## config.mk

```make
export PLATFORM = sky130hd
export DESIGN_NAME = procyon_rs
export DESIGN_NICKNAME = d
export VERILOG_FILES = /design/src/rtl/procyon_rs.sv
export SDC_FILE = /design/constraint.sdc
export NUM_CORES = 1
export LEC_CHECK = 0
export ABC_AREA = 1
export CAP_MARGIN = 20
export CORE_MARGIN = 2
export CORE_UTILIZATION = 50
export CTS_CLUSTER_SIZE = 30
export DETAILED_ROUTE_END_ITERATION = 12
export DONT_BUFFER_PORTS = 1
export MAX_ROUTING_LAYER = met4
export SLEW_MARGIN = 40
export SYNTH_ARGS = -nofsm -noshare
export SYNTH_HDL_FRONTEND = slang
export SYNTH_SLANG_ARGS = --single-unit
export TNS_END_PERCENT = 5
```

## constraint.sdc

```tcl
create_clock -name clk -period 1.85 [get_ports clk]
set_input_delay 0.37 -clock clk [delete_from_list [all_inputs] [get_ports clk]]
set_output_delay 0.37 -clock clk [all_outputs]
set_load 0.02 [all_outputs]
```

## src/rtl/procyon_rs.sv

```systemverilog
// procyon_rs: reservation station that buffers dispatched ops, wakes them from the CDB and issues the oldest ready op to one FU
module procyon_rs #(
  parameter int OPTN_DATA_WIDTH = 32,
  parameter int OPTN_ROB_IDX_WIDTH = 5,
  parameter int OPTN_RS_DEPTH = 4,
  parameter type pcyn_op_t = logic [3:0],
  parameter type pcyn_op_is_t = logic [3:0]
) (
  input  logic                          clk,
  input  logic                          n_rst,
  input  logic                          i_flush,
  input  logic                          i_cdb_en,
  input  logic [OPTN_DATA_WIDTH-1:0]    i_cdb_data,
  input  logic [OPTN_ROB_IDX_WIDTH-1:0] i_cdb_tag,
  input  logic                          i_dispatch_en,
  input  pcyn_op_t                      i_dispatch_op,
  input  pcyn_op_is_t                   i_dispatch_op_is,
  input  logic [OPTN_DATA_WIDTH-1:0]    i_dispatch_imm,
  input  logic [OPTN_ROB_IDX_WIDTH-1:0] i_dispatch_tag,
  input  logic                          i_dispatch_src_rdy [0:1],
  input  logic [OPTN_DATA_WIDTH-1:0]    i_dispatch_src_data [0:1],
  input  logic [OPTN_ROB_IDX_WIDTH-1:0] i_dispatch_src_tag [0:1],
  output logic                          o_dispatch_stall,
  output logic                          o_fu_valid,
  output pcyn_op_t                      o_fu_op,
  output pcyn_op_is_t                   o_fu_op_is,
  output logic [OPTN_DATA_WIDTH-1:0]    o_fu_imm,
  output logic [OPTN_DATA_WIDTH-1:0]    o_fu_src [0:1],
  output logic [OPTN_ROB_IDX_WIDTH-1:0] o_fu_tag,
  input  logic                          i_fu_stall
);
  localparam int D = OPTN_RS_DEPTH;
  localparam int IW = $clog2(OPTN_RS_DEPTH);
  localparam logic [D-1:0] ONE = {{(D-1){1'b0}}, 1'b1};
  typedef struct packed {
    pcyn_op_t                                op;
    pcyn_op_is_t                             op_is;
    logic [OPTN_DATA_WIDTH-1:0]              imm;
    logic [OPTN_ROB_IDX_WIDTH-1:0]           tag;
    logic [1:0]                              rdy;
    logic [1:0][OPTN_DATA_WIDTH-1:0]         data;
    logic [1:0][OPTN_ROB_IDX_WIDTH-1:0]      stag;
  } entry_t;
  logic [D-1:0] valid_q, valid_d;
  logic [D-1:0] older_q [D];
  logic [D-1:0] older_d [D];
  entry_t ent_q [D];
  entry_t ent_d [D];
  entry_t fu_q, fu_d, disp;
  logic fu_valid_q, fu_valid_d;
  logic [D-1:0] rdy_vec;
  logic [IW-1:0] sel, free;
  logic any_rdy, dispatch_fire, issue_fire;
  assign o_dispatch_stall = &valid_q;
  assign o_fu_valid = fu_valid_q;
  assign o_fu_op = fu_q.op;
  assign o_fu_op_is = fu_q.op_is;
  assign o_fu_imm = fu_q.imm;
  assign o_fu_tag = fu_q.tag;
  assign o_fu_src[0] = fu_q.data[0];
  assign o_fu_src[1] = fu_q.data[1];
  // older_q[i][j] means entry j is older than entry i; pick the ready entry with no older ready entry, and the lowest free slot
  always_comb begin
    sel = '0;
    free = '0;
    any_rdy = 1'b0;
    for (int i = 0; i < D; i++) rdy_vec[i] = valid_q[i] & ent_q[i].rdy[0] & ent_q[i].rdy[1];
    for (int i = 0; i < D; i++)
      if (rdy_vec[i] && !(|(rdy_vec & older_q[i]))) begin
        sel = IW'(i);
        any_rdy = 1'b1;
      end
    for (int i = D - 1; i >= 0; i--)
      if (!valid_q[i]) free = IW'(i);
  end
  // next state: CDB wakeup, issue/free, dispatch with CDB bypass, flush last so it wins
  always_comb begin
    valid_d = valid_q;
    older_d = older_q;
    ent_d = ent_q;
    fu_valid_d = fu_valid_q;
    fu_d = fu_q;
    dispatch_fire = i_dispatch_en & ~o_dispatch_stall & ~i_flush;
    issue_fire = ~i_fu_stall & ~i_flush;
    disp.op = i_dispatch_op;
    disp.op_is = i_dispatch_op_is;
    disp.imm = i_dispatch_imm;
    disp.tag = i_dispatch_tag;
    for (int s = 0; s < 2; s++) begin
      disp.stag[s] = i_dispatch_src_tag[s];
      disp.rdy[s] = i_dispatch_src_rdy[s] | (i_cdb_en & (i_dispatch_src_tag[s] == i_cdb_tag));
      disp.data[s] = i_dispatch_src_rdy[s] ? i_dispatch_src_data[s] : i_cdb_data;
    end
    for (int i = 0; i < D; i++)
      for (int s = 0; s < 2; s++)
        if (valid_q[i] && !ent_q[i].rdy[s] && i_cdb_en && ent_q[i].stag[s] == i_cdb_tag) begin
          ent_d[i].rdy[s] = 1'b1;
          ent_d[i].data[s] = i_cdb_data;
        end
    if (issue_fire) begin
      fu_valid_d = any_rdy;
      fu_d = ent_q[sel];
      if (any_rdy) valid_d[sel] = 1'b0;
    end
    if (dispatch_fire) begin
      valid_d[free] = 1'b1;
      ent_d[free] = disp;
      for (int j = 0; j < D; j++) older_d[j][free] = 1'b0;
      older_d[free] = ~(ONE << free);
    end
    if (i_flush) begin
      valid_d = '0;
      fu_valid_d = 1'b0;
    end
  end
  // state registers
  always_ff @(posedge clk or negedge n_rst)
    if (!n_rst) begin
      valid_q <= '0;
      older_q <= '{default: '0};
      ent_q <= '{default: '0};
      fu_valid_q <= 1'b0;
      fu_q <= '0;
    end else begin
      valid_q <= valid_d;
      older_q <= older_d;
      ent_q <= ent_d;
      fu_valid_q <= fu_valid_d;
      fu_q <= fu_d;
    end
endmodule

```

==> summary.json, run 1 <==
{
  "worstReg2RegEnd": {"value": "o_fu_src[33]"},
  "fp-row-count": {"value": 92},
  "cts_root_buffer": {"value": "sky130_fd_sc_hd__clkbuf_16"},
  "crit_family": {"value": "simple AND/OR/NAND/NOR gates"},
  "antenna_found_initial": {"value": 15},
  "worstSetupStartpointType": {"value": "flip-flop"},
  "timing.slew.headroom": {"value": 44.85, "unit": "%"},
  "postSynthAreaPerCell": {"value": 7.363, "unit": "sq um"},
  "globalplace.congestion": {"value": 0.9244},
  "reported_max_cap_violation_count": {"value": 0},
  "grt_first_pass_wirelength": {"value": 171400, "unit": "um"},
  "violations": {"value": "negative hold slack, negative setup slack"},
  "part_of_the_yosys_area_used_for_sequential_elements": {"value": 48.30, "unit": "%"},
  "number_of_standard_cells_after_synthesis": {"value": 4320},
  "drt-pass1-iter-count": {"value": 6},
  "worst_r2r_startpoint": {"value": "valid_q[3]"},
  "worstPathMaxFanout": {"value": 14},
  "vdd_ir_drop_max": {"value": 938.2, "unit": "uV"},
  "syn-cell-area": {"value": 31810, "unit": "sq um"},
  "cts-htree-levels": {"value": 3},
  "first_global_vias": {"value": 27482},
  "crit_required": {"value": 2.36, "unit": "ns"},
  "netSwitchingPower": {"value": 11.24, "unit": "mW"},
  "combinationalPowerShare": {"value": 16.2, "unit": "%"},
  "fin_ws": {"value": -0.1700, "unit": "ns"},
  "area.sequential": {"value": 15360, "unit": "sq um"},
  "p_seq_share": {"value": 45.4, "unit": "%"},
  "area.growth.synth_to_final": {"value": 23.90, "unit": "%"},
  "place_ws": {"value": -0.07335, "unit": "ns"},
  "r2r_slack": {"value": -0.17, "unit": "ns"},
  "critical_path_arrival": {"value": 2.53, "unit": "ns"},
  "min-delay-path-class": {"value": "in -> async"},
  "timing.critical_path.mode_cell": {"value": "sky130_fd_sc_hd__nand2_1"},
  "tritoncts": {"value": "yes"},
  "initial_core_util": {"value": 50.52, "unit": "%"},
  "insertion_delay": {"value": 0.62, "unit": "ns"},
  "ioPinCount": {"value": 275},
  "drc_errors": {"value": 0},
  "worst_path_max_delay_cell": {"value": "sky130_fd_sc_hd__dfrtp_1"},
  "path_depth": {"value": 14},
  "io_buffer_count": {"value": 0},
  "pwr-share-clk": {"value": 38.4, "unit": "%"},
  "all_layer_gr_usage": {"value": 35.05, "unit": "%"},
  "vias": {"value": 29588},
  "most_frequent_standard_cell_in_the_layout_excluding_fill_and_tap_cells": {"value": "sky130_fd_sc_hd__nand2_1"},
  "synthDistinctLibCells": {"value": 37},
  "share_of_cells_above_drive_strength_1": {"value": 13.56, "unit": "%"},
  "die_w": {"value": 256.2, "unit": "um"},
  "yosys_warnings": {"value": 0},
  "die_area": {"value": 65650, "unit": "sq um"},
  "cts_sinks": {"value": 614},
  "run_status": {"value": "finished, violations left"},
  "power.density_cell_area": {"value": 955.5, "unit": "nW/um^2"},
  "hold-worst-slack": {"value": -0.1804, "unit": "ns"},
  "clockBufferDepth": {"value": 3},
  "drt-total-wl": {"value": 117700, "unit": "um"},
  "max_clock_freq": {"value": 495.0, "unit": "MHz"},
  "crit_buf_inv": {"value": 4},
  "final_net_count": {"value": 4608},
  "critPathMaxStageDelay": {"value": 0.39, "unit": "ns"},
  "final.min_clock_period": {"value": 2.020, "unit": "ns"},
  "worst-slew-pin-transition": {"value": 0.8264, "unit": "ns"},
  "grt_setup_unrepaired": {"value": "yes"},
  "worstSetupEndpointType": {"value": "flip-flop"},
  "global_route_congestion_overflow_total": {"value": 0},
  "crit_chain": {"value": "buf_6, buf_6, nand4_1, nand2_2, nor2_4, nand2_4, nand2_8, buf_4, buf_12, nand2_1, nand2_1, nand2_2, nand2_1, nand2_1"},
  "multi_input_comb_area": {"value": 13790, "unit": "sq um"},
  "report.final.slew_viol_count": {"value": 0},
  "path_class": {"value": "reg -> reg"},
  "ys_seq_elements": {"value": 614},
  "fill_cells": {"value": 5703},
  "grt_max_degree": {"value": 615},
  "numCtsBuffers": {"value": 70},
  "cp-endpoint": {"value": "o_fu_src[33]"},
  "drt_iter0_drc": {"value": 3115},
  "layout.cells.most_common_list": {"value": "sky130_fd_sc_hd__nand2_1 (1248), sky130_fd_sc_hd__dfrtp_1 (614), sky130_fd_sc_hd__o21ai_0 (512)"},
  "fp.dieH": {"value": 256.2, "unit": "um"},
  "p_int": {"value": 26.42, "unit": "mW"},
  "timing.critical_path.from": {"value": "valid_q[3]"},
  "finalSetupTns": {"value": -12.19, "unit": "ns"},
  "antenna_violating_nets_post_route": {"value": 0},
  "reg2reg_depth": {"value": 14},
  "detail_route.wl_per_cell": {"value": 21.94, "unit": "um"},
  "layout_skew": {"value": 0.02303, "unit": "ns"},
  "dpl.hpwl": {"value": 67670, "unit": "um"},
  "setup_viol": {"value": 170},
  "p_leak": {"value": 19.77, "unit": "nW"},
  "synth.net_count": {"value": 4484},
  "timing.final.crit_share": {"value": 109.2, "unit": "%"},
  "power.switching_fraction": {"value": 29.84, "unit": "%"},
  "avgViaCountPerCell": {"value": 5.515},
  "cts.clk_slew.worst_paths": {"value": 0.06, "unit": "ns"},
  "finalHoldViolCount": {"value": 108},
  "core": {"value": 62970, "unit": "sq um"}
}
==> what timing repair did <==
item | 4_1_cts | 5_1_grt
buffers inserted | 23 | 29
endpoints found under the setup margin | 178 | 456
pin swaps | 12 | 61
gates cloned | 8 | 21
hold endpoints to repair | 984 | 149
gates resized for setup | 69 | 319
hold buffers | 83 | 4
==> metal layers <==
metal | global-route usage [%] | wire length [um]
met1 | 44.97 | 47760
met2 | 53.88 | 54090
met3 | 7.117 | 10360
met4 | 15.56 | 5509
met5 | - | 0
==> Yosys cell counts (all sizes together) <==
| library cell | number | area share (%) |
|---|---|---|
| a21o | 1 | 0.024 |
| nor3 | 4 | 0.094 |
| nor2 | 377 | 4.5 |
| o21ai | 689 | 11 |
| nand3b | 46 | 1.1 |
| o22ai | 24 | 0.47 |
| or2 | 66 | 1.3 |
| xor2 | 28 | 0.77 |
| nand3 | 141 | 2.3 |
| nand2 | 1323 | 16 |
| a21oi | 162 | 2.6 |
| clkbuf | 119 | 1.4 |
| xnor2 | 6 | 0.17 |
| nor4 | 1 | 0.067 |
| buf | 172 | 3.2 |
| a31oi | 16 | 0.31 |
| nor3b | 1 | 0.059 |
| inv | 470 | 5.5 |
| nand4 | 58 | 1.1 |
| o31ai | 2 | 0.063 |
| dfrtp | 614 | 48 |
==> worst min-delay path by stage <==
stage / from / end / slack (ns)
floorplan: n_rst / async pin / 0.07
global placement: n_rst / o_fu_src[46] / 0.10
detailed placement: n_rst / o_fu_src[46] / 0.09
CTS: n_rst / o_fu_src[46] / -0.55
global route: n_rst / ent_q[143] / -0.12
finish: n_rst / ent_q[272] / -0.18
==> layout make-up <==
cell class / instances / share of cell area (%)
clock buffers: 111 / 5.508
flip-flops and latches: 614 / 38.99
multi-input cells: 2945 / 34.99
diodes: 19 / 0.1206
repair buffers: 343 / 12.62
clock inverters: 17 / 0.5302
well taps: 846 / 2.686
inverters: 470 / 4.559
==> power by group through the flow <==
stage / Clock [mW] / Sequential [mW] / Combinational [mW]
floorplan: 0 / 16.9 / 3.84
global placement: 0 / 17.2 / 5.06
detailed placement: 0 / 17.3 / 5.14
CTS: 14.7 / 17.1 / 5.48
global route: 15.2 / 17.3 / 6.98
finish: 14.5 / 17.1 / 6.10
==> through the flow <==
| step | utilization, % | hold slack [ns] | std cells | instance area, sq um | total power, mW |
|---|---|---|---|---|---|
| 2_1_floorplan | - | 0.07441 | 4320 | 31810 | 20.76 |
| 3_3_place_gp | 53.86 | 0.1007 | 5050 | 33910 | 22.30 |
| 3_5_place_dp | 53.86 | 0.09340 | 5050 | 33910 | 22.42 |
| 4_1_cts | 60.04 | -0.5507 | 5292 | 37810 | 37.22 |
| 5_1_grt | 62.57 | -0.1150 | 5360 | 39400 | 39.49 |
| 6_report | 62.59 | -0.1804 | 5365 | 39410 | 37.66 |
==> cells by family after synthesis <==
kind of cell | synth area share [%]
buffers and inverters | 10.12
AND/OR/NAND/NOR | 26.24
flip-flops | 48.30
AO/OA/AOI/OAI | 14.39
XOR/XNOR | 0.9362
==> state kept, by name, summed over array words and instances, names as in the netlist, named ones only <==
name	flops
older_q	8
o_fu_op_is	4
o_fu_src	64
o_fu_imm	32
ent_q	484
valid_q	4
o_fu_op	4
o_fu_tag	5
o_fu_valid	1
==> worst register-to-register path: stages, from the launching register on <==
cell                      delay, ns
sky130_fd_sc_hd__dfrtp_1       0.39
sky130_fd_sc_hd__buf_6         0.13
sky130_fd_sc_hd__buf_6         0.11
sky130_fd_sc_hd__nand4_1       0.08
sky130_fd_sc_hd__nand2_2       0.08
sky130_fd_sc_hd__nor2_4        0.18
sky130_fd_sc_hd__nand2_4       0.12
sky130_fd_sc_hd__nand2_8       0.16
sky130_fd_sc_hd__buf_4         0.14
sky130_fd_sc_hd__buf_12        0.14
sky130_fd_sc_hd__nand2_1       0.06
sky130_fd_sc_hd__nand2_1       0.07
sky130_fd_sc_hd__nand2_2       0.11
sky130_fd_sc_hd__nand2_1       0.09
sky130_fd_sc_hd__nand2_1       0.05
Note: power is estimated with default switching activity, not from simulation.
==> inputs of run 2 (changes only) <==
--- a/config.mk
+++ b/config.mk
@@ -13,6 +13,7 @@
 export DETAILED_ROUTE_END_ITERATION = 12
 export DONT_BUFFER_PORTS = 1
 export MAX_ROUTING_LAYER = met4
+export REMOVE_ABC_BUFFERS = 1
 export SLEW_MARGIN = 40
 export SYNTH_ARGS = -nofsm -noshare
 export SYNTH_HDL_FRONTEND = slang
==> run 2 against run 1 <==
Net effect: the flow still finishes with violations (negative hold slack, negative setup slack); count of clock-buffer cells in the layout is the same; fmax grew 3.4%; flip-flop and latch count is the same; total power shrank 2.9%; non-clock buffer count shrank 54; worst hold slack lost 0.35 ns; highest routed layer unchanged; combinational power shrank 11%; largest cell class unchanged; global-route usage shrank 3.4 points; design area shrank 2.9%; clock skew grew 0.0023 ns; cell count shrank 1.1%; sequential share of layout area grew 1.2 points.
==> summary.json, run 2 (synthesis results as in run 1) <==
{
  "run_status": {"value": "finished, violations left"},
  "violations": {"value": "negative hold slack, negative setup slack"},
  "path_class": {"value": "reg -> out"},
  "crit_family": {"value": "buffers and inverters"},
  "timing.critical_path.mode_cell": {"value": "sky130_fd_sc_hd__buf_4"},
  "finalHoldViolCount": {"value": 614, "change": "+470%"},
  "crit_buf_inv": {"value": 3, "change": "-1"},
  "cts_sinks": {"value": 614, "change": "unchanged"},
  "first_global_vias": {"value": 27130, "change": "-1.3%"},
  "cp-endpoint": {"value": "o_dispatch_stall"},
  "detail_route.wl_per_cell": {"value": 20.13, "unit": "um", "change": "-8.3%"},
  "insertion_delay": {"value": 0.61, "unit": "ns", "change": "about the same"},
  "worstReg2RegEnd": {"value": "o_fu_imm[0]"},
  "area.growth.synth_to_final": {"value": 20.36, "unit": "%"},
  "fin_util": {"value": 60.80, "unit": "%", "change": "-1.8 points"},
  "layout_skew": {"value": 0.02529, "unit": "ns", "change": "+0.002266 ns"},
  "power.density_cell_area": {"value": 955.1, "unit": "nW/um^2", "change": "about the same"},
  "layout.cells.most_common_list": {"value": "sky130_fd_sc_hd__nand2_1 (1272), sky130_fd_sc_hd__dfrtp_1 (612), sky130_fd_sc_hd__o21ai_0 (577)"},
  "tritoncts": {"value": "yes"},
  "globalplace.congestion": {"value": 0.8485, "change": "-8.2%"},
  "critPathMaxStageDelay": {"value": 0.38, "unit": "ns", "change": "about the same"},
  "timing.final.crit_share": {"value": 105.6, "unit": "%", "change": "-3.5 points"},
  "reg2reg_depth": {"value": 14, "change": "unchanged"},
  "grt_first_pass_wirelength": {"value": 158600, "unit": "um", "change": "-7.4%"},
  "worstPathMaxFanout": {"value": 4, "change": "-10"},
  "worstSetupEndpointType": {"value": "output port"},
  "worst_path_max_delay_cell": {"value": "sky130_fd_sc_hd__dfrtp_1"},
  "min-delay-path-class": {"value": "in -> async"},
  "r2r_slack": {"value": -0.08, "unit": "ns", "change": "+0.09 ns"},
  "initial_core_util": {"value": 50.52, "unit": "%", "change": "unchanged"},
  "p_leak": {"value": 19.27, "unit": "nW", "change": "-2.5%"},
  "worst_r2r_startpoint": {"value": "valid_q[0]"},
  "report.final.slew_viol_count": {"value": 0, "change": "unchanged"},
  "worst-slew-pin-transition": {"value": 1.420, "unit": "ns", "change": "+0.5938 ns"},
  "max_clock_freq": {"value": 511.7, "unit": "MHz", "change": "+3.4%"},
  "grt_setup_unrepaired": {"value": "yes"},
  "io_buffer_count": {"value": 0, "change": "unchanged"},
  "fin_ws": {"value": -0.1045, "unit": "ns", "change": "+0.06557 ns"},
  "fp-row-count": {"value": 92, "change": "unchanged"},
  "avgViaCountPerCell": {"value": 5.441, "change": "-1.3%"},
  "final_net_count": {"value": 4560, "change": "-1.0%"},
  "die_area": {"value": 65650, "unit": "sq um", "change": "unchanged"},
  "cts-htree-levels": {"value": 3, "change": "unchanged"},
  "most_frequent_standard_cell_in_the_layout_excluding_fill_and_tap_cells": {"value": "sky130_fd_sc_hd__nand2_1"},
  "fill_cells": {"value": 5811, "change": "+1.9%"},
  "drc_errors": {"value": 0, "change": "unchanged"},
  "ioPinCount": {"value": 275, "change": "unchanged"},
  "drt-pass1-iter-count": {"value": 6, "change": "unchanged"},
  "antenna_violating_nets_post_route": {"value": 0, "change": "unchanged"},
  "largest_register_ffs": {"value": 484, "change": "unchanged"},
  "core": {"value": 62970, "unit": "sq um", "change": "unchanged"},
  "grt_max_degree": {"value": 615, "change": "unchanged"},
  "cts_root_buffer": {"value": "sky130_fd_sc_hd__clkbuf_16"},
  "final.min_clock_period": {"value": 1.954, "unit": "ns", "change": "-0.06557 ns"},
  "cts.clk_slew.worst_paths": {"value": 0.05, "unit": "ns", "change": "about the same"},
  "reported_max_cap_violation_count": {"value": 0, "change": "unchanged"},
  "fp.dieH": {"value": 256.2, "unit": "um", "change": "unchanged"},
  "critical_path_arrival": {"value": 1.58, "unit": "ns", "change": "-0.95 ns"},
  "cts-hold-fix-buffers": {"value": 81, "change": "-2.4%"},
  "largest-register": {"value": "ent_q"},
  "global_route_congestion_overflow_total": {"value": 0, "change": "unchanged"},
  "drt_iter0_drc": {"value": 2652, "change": "-15%"},
  "vdd_ir_drop_max": {"value": 706.8, "unit": "uV", "change": "-25%"},
  "setup_viol": {"value": 212, "change": "+25%"},
  "die_w": {"value": 256.2, "unit": "um", "change": "unchanged"},
  "numCtsBuffers": {"value": 72, "change": "+2.9%"},
  "vias": {"value": 28872, "change": "-2.4%"},
  "timing.slew.headroom": {"value": 5.323, "unit": "%", "change": "-40 points"},
  "share_of_cells_above_drive_strength_1": {"value": 11.53, "unit": "%", "change": "-2.0 points"},
  "drt-total-wl": {"value": 106800, "unit": "um", "change": "-9.3%"},
  "worstSetupStartpointType": {"value": "flip-flop"},
  "antenna_found_initial": {"value": 13, "change": "-2"},
  "crit_chain": {"value": "buf_4, nand2_2, nor2_4, buf_4, buf_6"},
  "clockBufferDepth": {"value": 3, "change": "unchanged"},
  "hold-worst-slack": {"value": -0.5311, "unit": "ns", "change": "-0.3507 ns"},
  "dpl.hpwl": {"value": 60440, "unit": "um", "change": "-11%"},
  "all_layer_gr_usage": {"value": 31.69, "unit": "%", "change": "-3.4 points"},
  "path_depth": {"value": 5, "change": "-9"},
  "timing.critical_path.from": {"value": "valid_q[1]"},
  "crit_required": {"value": 1.48, "unit": "ns", "change": "-0.88 ns"}
}
-- run 2: per-stage QoR --
step / instance area, sq um / std cells / setup TNS (ns) / setup slack, ns / power (mW)
floorplan: 30350 / 4029 / -1369.70 / -5.597 / 20.66
global placement: 33670 / 5038 / -2.956 / -0.05805 / 22.04
detailed placement: 33670 / 5038 / -8.989 / -0.1010 / 22.16
CTS: 37140 / 5263 / -3.547 / -0.1008 / 36.62
global route: 38280 / 5305 / -44.17 / -0.1943 / 38.40
finish: 38280 / 5306 / -6.005 / -0.1045 / 36.57
-- run 2: routing by layer --
layer | up-vias | share of wire [%] | GRT usage, %
met1 | 13673 | 43 | 42.64
met5 | - | 0 | -
met2 | 1165 | 46 | 48.62
met3 | 218 | 7.8 | 5.348
met4 | 0 | 3.0 | 11.08
li1 | 13816 | - | -
-- run 2: power breakdown --
| part | leakage (nW) | switching, mW | internal (mW) | total, mW |
|---|---|---|---|---|
| registers | 7.52 | 1.57 | 15.4 | 17.0 |
| clock network | 1.14 | 5.82 | 8.31 | 14.1 |
| logic | 10.6 | 3.22 | 2.21 | 5.43 |
-- run 2: worst min path at each step --
stage	from	end	cells after the start
after detailed placement	n_rst	ent_q[455]	0
after CTS	n_rst	ent_q[455]	0
after global routing	n_rst	ent_q[334]	0
after floorplan	n_rst	async pin	0
after global placement	n_rst	o_fu_imm[13]	0
final	n_rst	ent_q[334]	0
-- run 2: final cells by class --
class | instances | area [sq um] | share of cell area [%]
Sequential cell | 614 | 15370 | 40.14
Multi-Input combinational cell | 2949 | 13670 | 35.71
Antenna cell | 9 | 22.52 | 0.05883
Inverter | 470 | 1799 | 4.700
Clock inverter | 18 | 186.4 | 0.4870
Tap cell | 846 | 1059 | 2.765
Clock buffer | 111 | 2121 | 5.540
Timing Repair Buffer | 289 | 4060 | 10.61
-- run 2: worst reg2reg max path: stages (launching register included) --
cell and delay, ns:
sky130_fd_sc_hd__dfrtp_1 0.40, sky130_fd_sc_hd__buf_6 0.13, sky130_fd_sc_hd__nand3_4 0.08, sky130_fd_sc_hd__nor2_4 0.05
sky130_fd_sc_hd__nor2_4 0.11, sky130_fd_sc_hd__buf_12 0.14, sky130_fd_sc_hd__nand2_8 0.10, sky130_fd_sc_hd__buf_12 0.17
sky130_fd_sc_hd__clkbuf_16 0.20, sky130_fd_sc_hd__o21ai_2 0.12, sky130_fd_sc_hd__inv_1 0.06, sky130_fd_sc_hd__nand2_1 0.06
sky130_fd_sc_hd__nand2_1 0.06, sky130_fd_sc_hd__nand2_1 0.08, sky130_fd_sc_hd__nand2_1 0.06
-- run 2: what timing repair did --
item                       in CTS  in global routing
setup endpoints to repair     261                466
hold endpoints to repair      980                614
cloned                          5                 25
buffers inserted               10                 11
pin swaps                       9                 43
resized for setup              58                191
